### src/rtl/risc_defs_pkg.sv
// Shared definitions for the 16-bit 5-stage RISC front end.
// Holds the opcode field layout, the opcode constants, the canonical NOP word
// and the fetch FSM state encoding used by the IF stage.
package risc_defs_pkg;

  localparam int unsigned OPCODE_W = 3;
  localparam int unsigned WORD_W   = 16;
  localparam int unsigned PERF_W   = 32;

  localparam logic [OPCODE_W-1:0] OP_LDM = 3'b001;
  localparam logic [OPCODE_W-1:0] OP_STD = 3'b010;
  localparam logic [OPCODE_W-1:0] OP_ADD = 3'b011;
  localparam logic [OPCODE_W-1:0] OP_NOT = 3'b100;
  localparam logic [OPCODE_W-1:0] OP_NOP = 3'b101;

  // Opcode 101 with all operand fields zero: decode asserts no writes.
  localparam logic [WORD_W-1:0] NOP_WORD = 16'hA000;

  typedef enum logic {
    S_INST = 1'b0,  // fetch an opcode word
    S_IMM  = 1'b1   // fetch the immediate word of an LDM
  } fetch_state_e;

endpackage : risc_defs_pkg

### src/rtl/fetch_pc_reg.sv
// Program counter register.
// Priority: rst > redirect > hold > increment. Increment wraps modulo 2^PC_W.
// Ports:
//   clk, rst         clock, synchronous active-high reset (loads RESET_PC)
//   redirect_i       load redirect_pc_i (overrides hold)
//   redirect_pc_i    redirect target
//   hold_i           keep the current value
//   pc_o             registered PC
module fetch_pc_reg #(
  parameter int unsigned     PC_W     = 16,
  parameter logic [PC_W-1:0] RESET_PC = '0
) (
  input  logic            clk,
  input  logic            rst,
  input  logic            redirect_i,
  input  logic [PC_W-1:0] redirect_pc_i,
  input  logic            hold_i,
  output logic [PC_W-1:0] pc_o
);

  logic [PC_W-1:0] pc_q;
  logic [PC_W-1:0] pc_d;

  // Next PC selection.
  always_comb begin
    pc_d = pc_q;
    if (redirect_i) begin
      pc_d = redirect_pc_i;
    end else if (!hold_i) begin
      pc_d = pc_q + PC_W'(1);
    end
  end

  always_ff @(posedge clk) begin
    if (rst) begin
      pc_q <= RESET_PC;
    end else begin
      pc_q <= pc_d;
    end
  end

  assign pc_o = pc_q;

endmodule : fetch_pc_reg

### src/rtl/fetch_stage.sv
// Instruction-fetch stage with IF/ID pipeline register.
// Reads a combinational instruction memory at the PC, assembles two-word LDM
// instructions (opcode word + immediate word) and presents {inst, imm, pc,
// valid} to decode. Supports stall (hold everything) and flush (redirect PC,
// drop any half-fetched LDM, insert a NOP bubble).
// Optional build macro FETCH_PERF_CNT_EN adds issued-instruction and bubble
// counters.
// Ports:
//   clk, rst         clock, synchronous active-high reset
//   stall_i          hold PC, FSM and IF/ID register
//   flush_i          redirect PC to flush_pc_i and kill in-flight fetch
//   flush_pc_i       redirect target
//   imem_addr_o      instruction memory address (= PC)
//   imem_rdata_i     instruction memory data (combinational)
//   ifid_inst_o      instruction word to decode
//   ifid_imm_o       immediate (0 for one-word instructions)
//   ifid_pc_o        address of the instruction's first word
//   ifid_valid_o     IF/ID holds a real instruction
//   perf_insts_o     (FETCH_PERF_CNT_EN) instructions issued to decode
//   perf_bubbles_o   (FETCH_PERF_CNT_EN) bubbles issued to decode
module fetch_stage
  import risc_defs_pkg::*;
#(
  parameter int unsigned     PC_W     = 16,
  parameter int unsigned     INST_W   = 16,
  parameter logic [PC_W-1:0] RESET_PC = '0
) (
  input  logic              clk,
  input  logic              rst,
  input  logic              stall_i,
  input  logic              flush_i,
  input  logic [PC_W-1:0]   flush_pc_i,
  output logic [PC_W-1:0]   imem_addr_o,
  input  logic [INST_W-1:0] imem_rdata_i,
  output logic [INST_W-1:0] ifid_inst_o,
  output logic [INST_W-1:0] ifid_imm_o,
  output logic [PC_W-1:0]   ifid_pc_o,
  output logic              ifid_valid_o
`ifdef FETCH_PERF_CNT_EN
  ,
  output logic [PERF_W-1:0] perf_insts_o,
  output logic [PERF_W-1:0] perf_bubbles_o
`endif
);

  localparam logic [INST_W-1:0] NOP_INST = INST_W'(NOP_WORD);

  fetch_state_e state_q, state_d;

  logic [INST_W-1:0] pend_inst_q, pend_inst_d;
  logic [PC_W-1:0]   pend_pc_q,   pend_pc_d;
  logic [INST_W-1:0] ifid_inst_q, ifid_inst_d;
  logic [INST_W-1:0] ifid_imm_q,  ifid_imm_d;
  logic [PC_W-1:0]   ifid_pc_q,   ifid_pc_d;
  logic              ifid_valid_q, ifid_valid_d;

  logic [PC_W-1:0]     pc;
  logic [OPCODE_W-1:0] opcode;
  logic                load_en;

  assign opcode  = imem_rdata_i[INST_W-1 -: OPCODE_W];
  // Flush always loads the IF/ID register, even under stall.
  assign load_en = flush_i | ~stall_i;

  fetch_pc_reg #(
    .PC_W     (PC_W),
    .RESET_PC (RESET_PC)
  ) u_pc_reg (
    .clk           (clk),
    .rst           (rst),
    .redirect_i    (flush_i),
    .redirect_pc_i (flush_pc_i),
    .hold_i        (stall_i),
    .pc_o          (pc)
  );

  // Fetch FSM next-state and IF/ID register inputs.
  always_comb begin
    state_d      = state_q;
    pend_inst_d  = pend_inst_q;
    pend_pc_d    = pend_pc_q;
    ifid_inst_d  = ifid_inst_q;
    ifid_imm_d   = ifid_imm_q;
    ifid_pc_d    = ifid_pc_q;
    ifid_valid_d = ifid_valid_q;

    if (flush_i) begin
      state_d      = S_INST;
      pend_inst_d  = '0;
      pend_pc_d    = '0;
      ifid_inst_d  = NOP_INST;
      ifid_imm_d   = '0;
      ifid_valid_d = 1'b0;
    end else if (!stall_i) begin
      case (state_q)
        S_INST: begin
          if (opcode == OP_LDM) begin
            // First LDM word: park it and emit one bubble.
            pend_inst_d  = imem_rdata_i;
            pend_pc_d    = pc;
            ifid_inst_d  = NOP_INST;
            ifid_valid_d = 1'b0;
            state_d      = S_IMM;
          end else begin
            ifid_inst_d  = imem_rdata_i;
            ifid_imm_d   = '0;
            ifid_pc_d    = pc;
            ifid_valid_d = 1'b1;
          end
        end
        S_IMM: begin
          // rdata is the immediate here, never an opcode.
          ifid_inst_d  = pend_inst_q;
          ifid_imm_d   = imem_rdata_i;
          ifid_pc_d    = pend_pc_q;
          ifid_valid_d = 1'b1;
          state_d      = S_INST;
        end
      endcase
    end
  end

  // State and IF/ID registers.
  always_ff @(posedge clk) begin
    if (rst) begin
      state_q      <= S_INST;
      pend_inst_q  <= '0;
      pend_pc_q    <= '0;
      ifid_inst_q  <= NOP_INST;
      ifid_imm_q   <= '0;
      ifid_pc_q    <= '0;
      ifid_valid_q <= 1'b0;
    end else begin
      state_q      <= state_d;
      pend_inst_q  <= pend_inst_d;
      pend_pc_q    <= pend_pc_d;
      ifid_inst_q  <= ifid_inst_d;
      ifid_imm_q   <= ifid_imm_d;
      ifid_pc_q    <= ifid_pc_d;
      ifid_valid_q <= ifid_valid_d;
    end
  end

  assign imem_addr_o  = pc;
  assign ifid_inst_o  = ifid_inst_q;
  assign ifid_imm_o   = ifid_imm_q;
  assign ifid_pc_o    = ifid_pc_q;
  assign ifid_valid_o = ifid_valid_q;

`ifdef FETCH_PERF_CNT_EN
  logic [PERF_W-1:0] perf_insts_q,   perf_insts_d;
  logic [PERF_W-1:0] perf_bubbles_q, perf_bubbles_d;

  // Count what was loaded into IF/ID on every non-stalled cycle.
  always_comb begin
    perf_insts_d   = perf_insts_q;
    perf_bubbles_d = perf_bubbles_q;
    if (load_en) begin
      if (ifid_valid_d) begin
        perf_insts_d = perf_insts_q + PERF_W'(1);
      end else begin
        perf_bubbles_d = perf_bubbles_q + PERF_W'(1);
      end
    end
  end

  always_ff @(posedge clk) begin
    if (rst) begin
      perf_insts_q   <= '0;
      perf_bubbles_q <= '0;
    end else begin
      perf_insts_q   <= perf_insts_d;
      perf_bubbles_q <= perf_bubbles_d;
    end
  end

  assign perf_insts_o   = perf_insts_q;
  assign perf_bubbles_o = perf_bubbles_q;
`else
  logic unused_load_en;
  assign unused_load_en = load_en;
`endif

endmodule : fetch_stage

### config.mk
export PLATFORM = sky130hd
export DESIGN_NAME = fetch_stage
export DESIGN_NICKNAME = d
export VERILOG_FILES = /design/src/rtl/risc_defs_pkg.sv /design/src/rtl/fetch_pc_reg.sv /design/src/rtl/fetch_stage.sv
export SDC_FILE = /design/constraint.sdc
export NUM_CORES = 1
export LEC_CHECK = 0
export CAP_MARGIN = 20
export CORE_ASPECT_RATIO = 0.6
export CORE_MARGIN = 4
export CORE_UTILIZATION = 30
export CTS_BUF_LIST = sky130_fd_sc_hd__clkbuf_16
export DETAILED_ROUTE_END_ITERATION = 12
export PLACE_DENSITY_LB_ADDON = 0.3
export REMOVE_ABC_BUFFERS = 1
export SLEW_MARGIN = 20
export SYNTH_ARGS = -nofsm -noshare
export SYNTH_HDL_FRONTEND = slang
export SYNTH_SLANG_ARGS = --single-unit
### constraint.sdc
create_clock -name clk -period 3.65 [get_ports clk]
set_input_delay 0.5475 -clock clk [delete_from_list [all_inputs] [get_ports clk]]
set_output_delay 0.5475 -clock clk [all_outputs]
set_load 0.05 [all_outputs]
==> impl_results.md <==
- Total die area: between 15,000 and 20,000 µm²
- Compound-gate portion of the synthesized area: ~17%
- Max incr delay on CP: about 0.6 ns
- Sum of met2 wire segment lengths after detailed routing: between 4000 and 5000 µm
- Data required, critical path: 3.92 ns
- Pin count of the biggest net entering global routing: 42
- Via count: between 3,000 and 4,000
- Buffers inserted by post-CTS timing repair: 0
- Path type of the worst setup path: input pin to flop
- All-layer global routing usage: 14.3%
- Latest clock arrival within the worst-skew pair: 0.34 ns
- Clk_skew: between 0.008 and 0.009 ns
- Most frequently used flop master after synthesis: dfxtp_1
- Most frequent cell on the critical path: nor2_1
- Detailed-routing iteration count for the pre-antenna-repair pass: 4
- Clock Path Buffers: 2
- Reported max-cap violation count: 0
- Finished Layout Cells: a little over 700
- WL final: about 11,000 µm
- Post-route minimum period: roughly 2.4 ns
- Final setup violation count: 0
- Die Wd: about 160 µm
- TritonCTS clock tree: built
- Number of cells produced by synthesis: 448
- Cell-by-cell listing of the critical path: clkdlybuf4s50_1 -> nor4b_1 -> nor2_1 -> nor2_1 -> buf_4 -> a22o_1
- Post-DRT Antenna Nets: 0
- CTS sink count: 98
- Cell chosen for the clock root: clkbuf_16
- Synth Area in Simple Gates: between 15 and 20%
- Clock-pin transition on the worst setup and hold timing paths: about 0.070 ns
- Die Y: 97.3 µm
- Path type of the worst min-delay path: flop to flop
- Total of cells resized after clock tree synthesis: 0
- Antenna diode count: 0
- P&R area growth vs syn: 35.6%
- Total CTS buffers: 9
- Largest family of logic cells by synthesized area: simple AND/OR/NAND/NOR gates
- Data arrival time of the critical path: roughly 2.6 ns
- Outcome: completed
- Post-synthesis cell type count: 41
- Placed instance count: approximately 690
- GRT overflow: 0
- Number of synthesized flops with an enable pin: 0
- Share of synthesized flip-flops with an asynchronous set or reset: 0%
- Leakage power total: 0.00188 µW
- Flop and latch count out of synthesis: 98
- Slowest library cell on the worst path: nor4b_1
- Share of layout cells above drive strength 1: roughly 6.3%
- Mapped Area: ~4000 µm²
- Register area share after synthesis: 49.2%
- Post-synthesis share of cell area spent on full adders, half adders and majority gates: 0.313%
- CTS H-tree depth: 3
- Worst setup SP type: input pin
- Capturing element type of the critical path: flop
- Placer Congestion: approximately 0.76
- Slew Viols, Final: 0
- Area inside the core boundary: between 10,000 and 15,000 µm²
- Final Net Count: ~570
- Filler cell count in the final layout: around 1,300
- Final number of hold-violating endpoints: 0
- Final HPWL from detailed placement: 7580 µm
- Count of hold buffers inserted by post-cts repair: 0
- Total DRC errors in the routed layout: 0
- Measured slew at the worst slew-check pin: roughly 0.69 ns
- Share of the clock period used by the worst path after layout: about 65%
- Pwr Density: approximately 450 nW/µm²
- Xor-xnor portion of the synthesized cell area: between 2 and 2.5%
- Number of antenna violations at the first check in global routing: 0
- Highest clock rate: 424 MHz
- Headroom to the max-slew limit: about 53%
- Number of global-route vias before repair: around 3,300
- Total number of placement rows: 32
- Ports: ~100
- Max rail drop VDD: around 220 µV
- Mean post-synth cell area: 8.91 µm²
- Yosys synthesis warning count: 0
- Highest routed layer: met4
- Accumulated negative setup slack: 0 ns
- Setup repair after global routing missed its margin: false
- Routed WL per cell: 15.2 µm
- Starting density of the core: between 30 and 40%
- Global-route wire length before repair: 17,500 µm
- Number of port buffers: 100
- Routed wire length on met3: roughly 660 µm
- Count of routing violations after the opening detailed-route iteration: 90
- Critical path peak fanout: 11
- Multiplexer share of the synthesized area: under 10%
- Mean number of vias per cell: just under 5
- Post-route met1 wirelength: 5530 µm
[state kept, by name, summed over array words and instances (netlist names)]
register,flops
ifid_imm_o,16
ifid_inst_o,16
ifid_pc_o,16
pend_inst_q,16
pend_pc_q,16
u_pc_reg.pc_o,16
ifid_valid_o,1
state_q,1
[Yosys cell counts (5+ instances only)]
| cell | number | area share (%) |
|---|---|---|
| mux2i_1 | 22 | 5.5 |
| nor3_1 | 22 | 2.8 |
| nor2_1 | 32 | 3.0 |
| buf_2 | 5 | 0.63 |
| nand2_1 | 65 | 6.1 |
| nand3_1 | 7 | 0.88 |
| nor2b_1 | 18 | 2.8 |
| clkbuf_1 | 26 | 2.4 |
| o21a_1 | 7 | 1.3 |
| a221oi_1 | 14 | 3.1 |
| inv_1 | 12 | 1.1 |
| a21oi_1 | 41 | 5.1 |
| a22o_1 | 16 | 3.5 |
| dfxtp_1 | 98 | 49 |
| xor2_1 | 7 | 1.5 |
| a211oi_1 | 17 | 3.2 |
[cell families after synthesis]
logic type / Yosys count
buffers and inverters: 49
and+or+nand+nor: 165
adders and majority gates: 1
DFF: 98
AOI/OAI and AO/OA: 101
muxes: 23
xor gates and xnor gates: 11
[report_power, final]
group	internal (µW)	total [µW]	switching [µW]	leakage, µW
Combinational	142	370	228	0.000944
Clock	523	911	388	0.000136
Sequential	1100	1140	36.9	0.000799
[worst max-delay path, delay by kind of cell]
family	cells	cell delay, ns
AND/OR/NAND/NOR	3	1.10
AO/OA/AOI/OAI	1	0.16
buffers and inverters	2	0.81
[metrics by stage]
step           hold WS [ns]  util, %  power (µW)  instance area [µm²]  setup slack [ns]
5_1_grt               0.476     41.9        2530                 5410              1.20
3_3_place_gp          0.441     39.6        1530                 5130             0.844
3_5_place_dp          0.448     39.6        1540                 5130             0.747
4_1_cts               0.457     41.8        2450                 5410              1.11
6_report              0.455     41.9        2420                 5410              1.29
2_1_floorplan         0.424        -        1370                 3830             0.260
[routing by layer]
layer | GRT usage [%] | vias to the layer above
li1 | - | 1735
met1 | 20.3 | 1595
met2 | 20.6 | 74
met3 | 4.81 | 7
met4 | 3.80 | 0
met5 | 0 | -
[final timing paths]
check | slack, ns | cells after the start | to | startpoint
max | 1.29 | 6 | ifid_imm_o[10] | imem_rdata_i[13]
min | 0.46 | 2 | pend_pc_q[4] | pend_pc_q[4]
max reg2reg | 1.47 | 4 | u_pc_reg.pc_o[15] | u_pc_reg.pc_o[2]
min reg2reg | 0.46 | 2 | pend_pc_q[4] | pend_pc_q[4]
[area by class of cell]
class | count | area (µm²) | share of cell area (%)
sequential | 98 | 1960 | 36.3
multi-input combinational | 301 | 1840 | 33.9
timing repair buffer | 110 | 1070 | 19.8
clock buffer | 9 | 225 | 4.16
tap | 170 | 213 | 3.93
clock inverter | 6 | 58.8 | 1.09
inverter | 12 | 45.0 | 0.832
[cells in the final DEF, fill, tap and decap left out, types with 2 or more instances in the layout]
cell              n
clkbuf_16         9
buf_4            10
a22o_1           16
dfxtp_1          97
a221oi_1         14
xor2_1            7
nand2b_1          2
nor2_1           32
a21o_1            2
nand3_1           7
nor4_1            4
nor2b_1          17
xnor2_1           4
a21oi_1          41
nand2_1          65
inv_1            12
nand4b_1          3
nor3_1           21
clkinv_1          2
or4_1             2
clkdlybuf4s50_1  99
mux2i_1          22
a211oi_1         17
o21a_1            7
No activity file was read; power rests on OpenSTA's default activity.
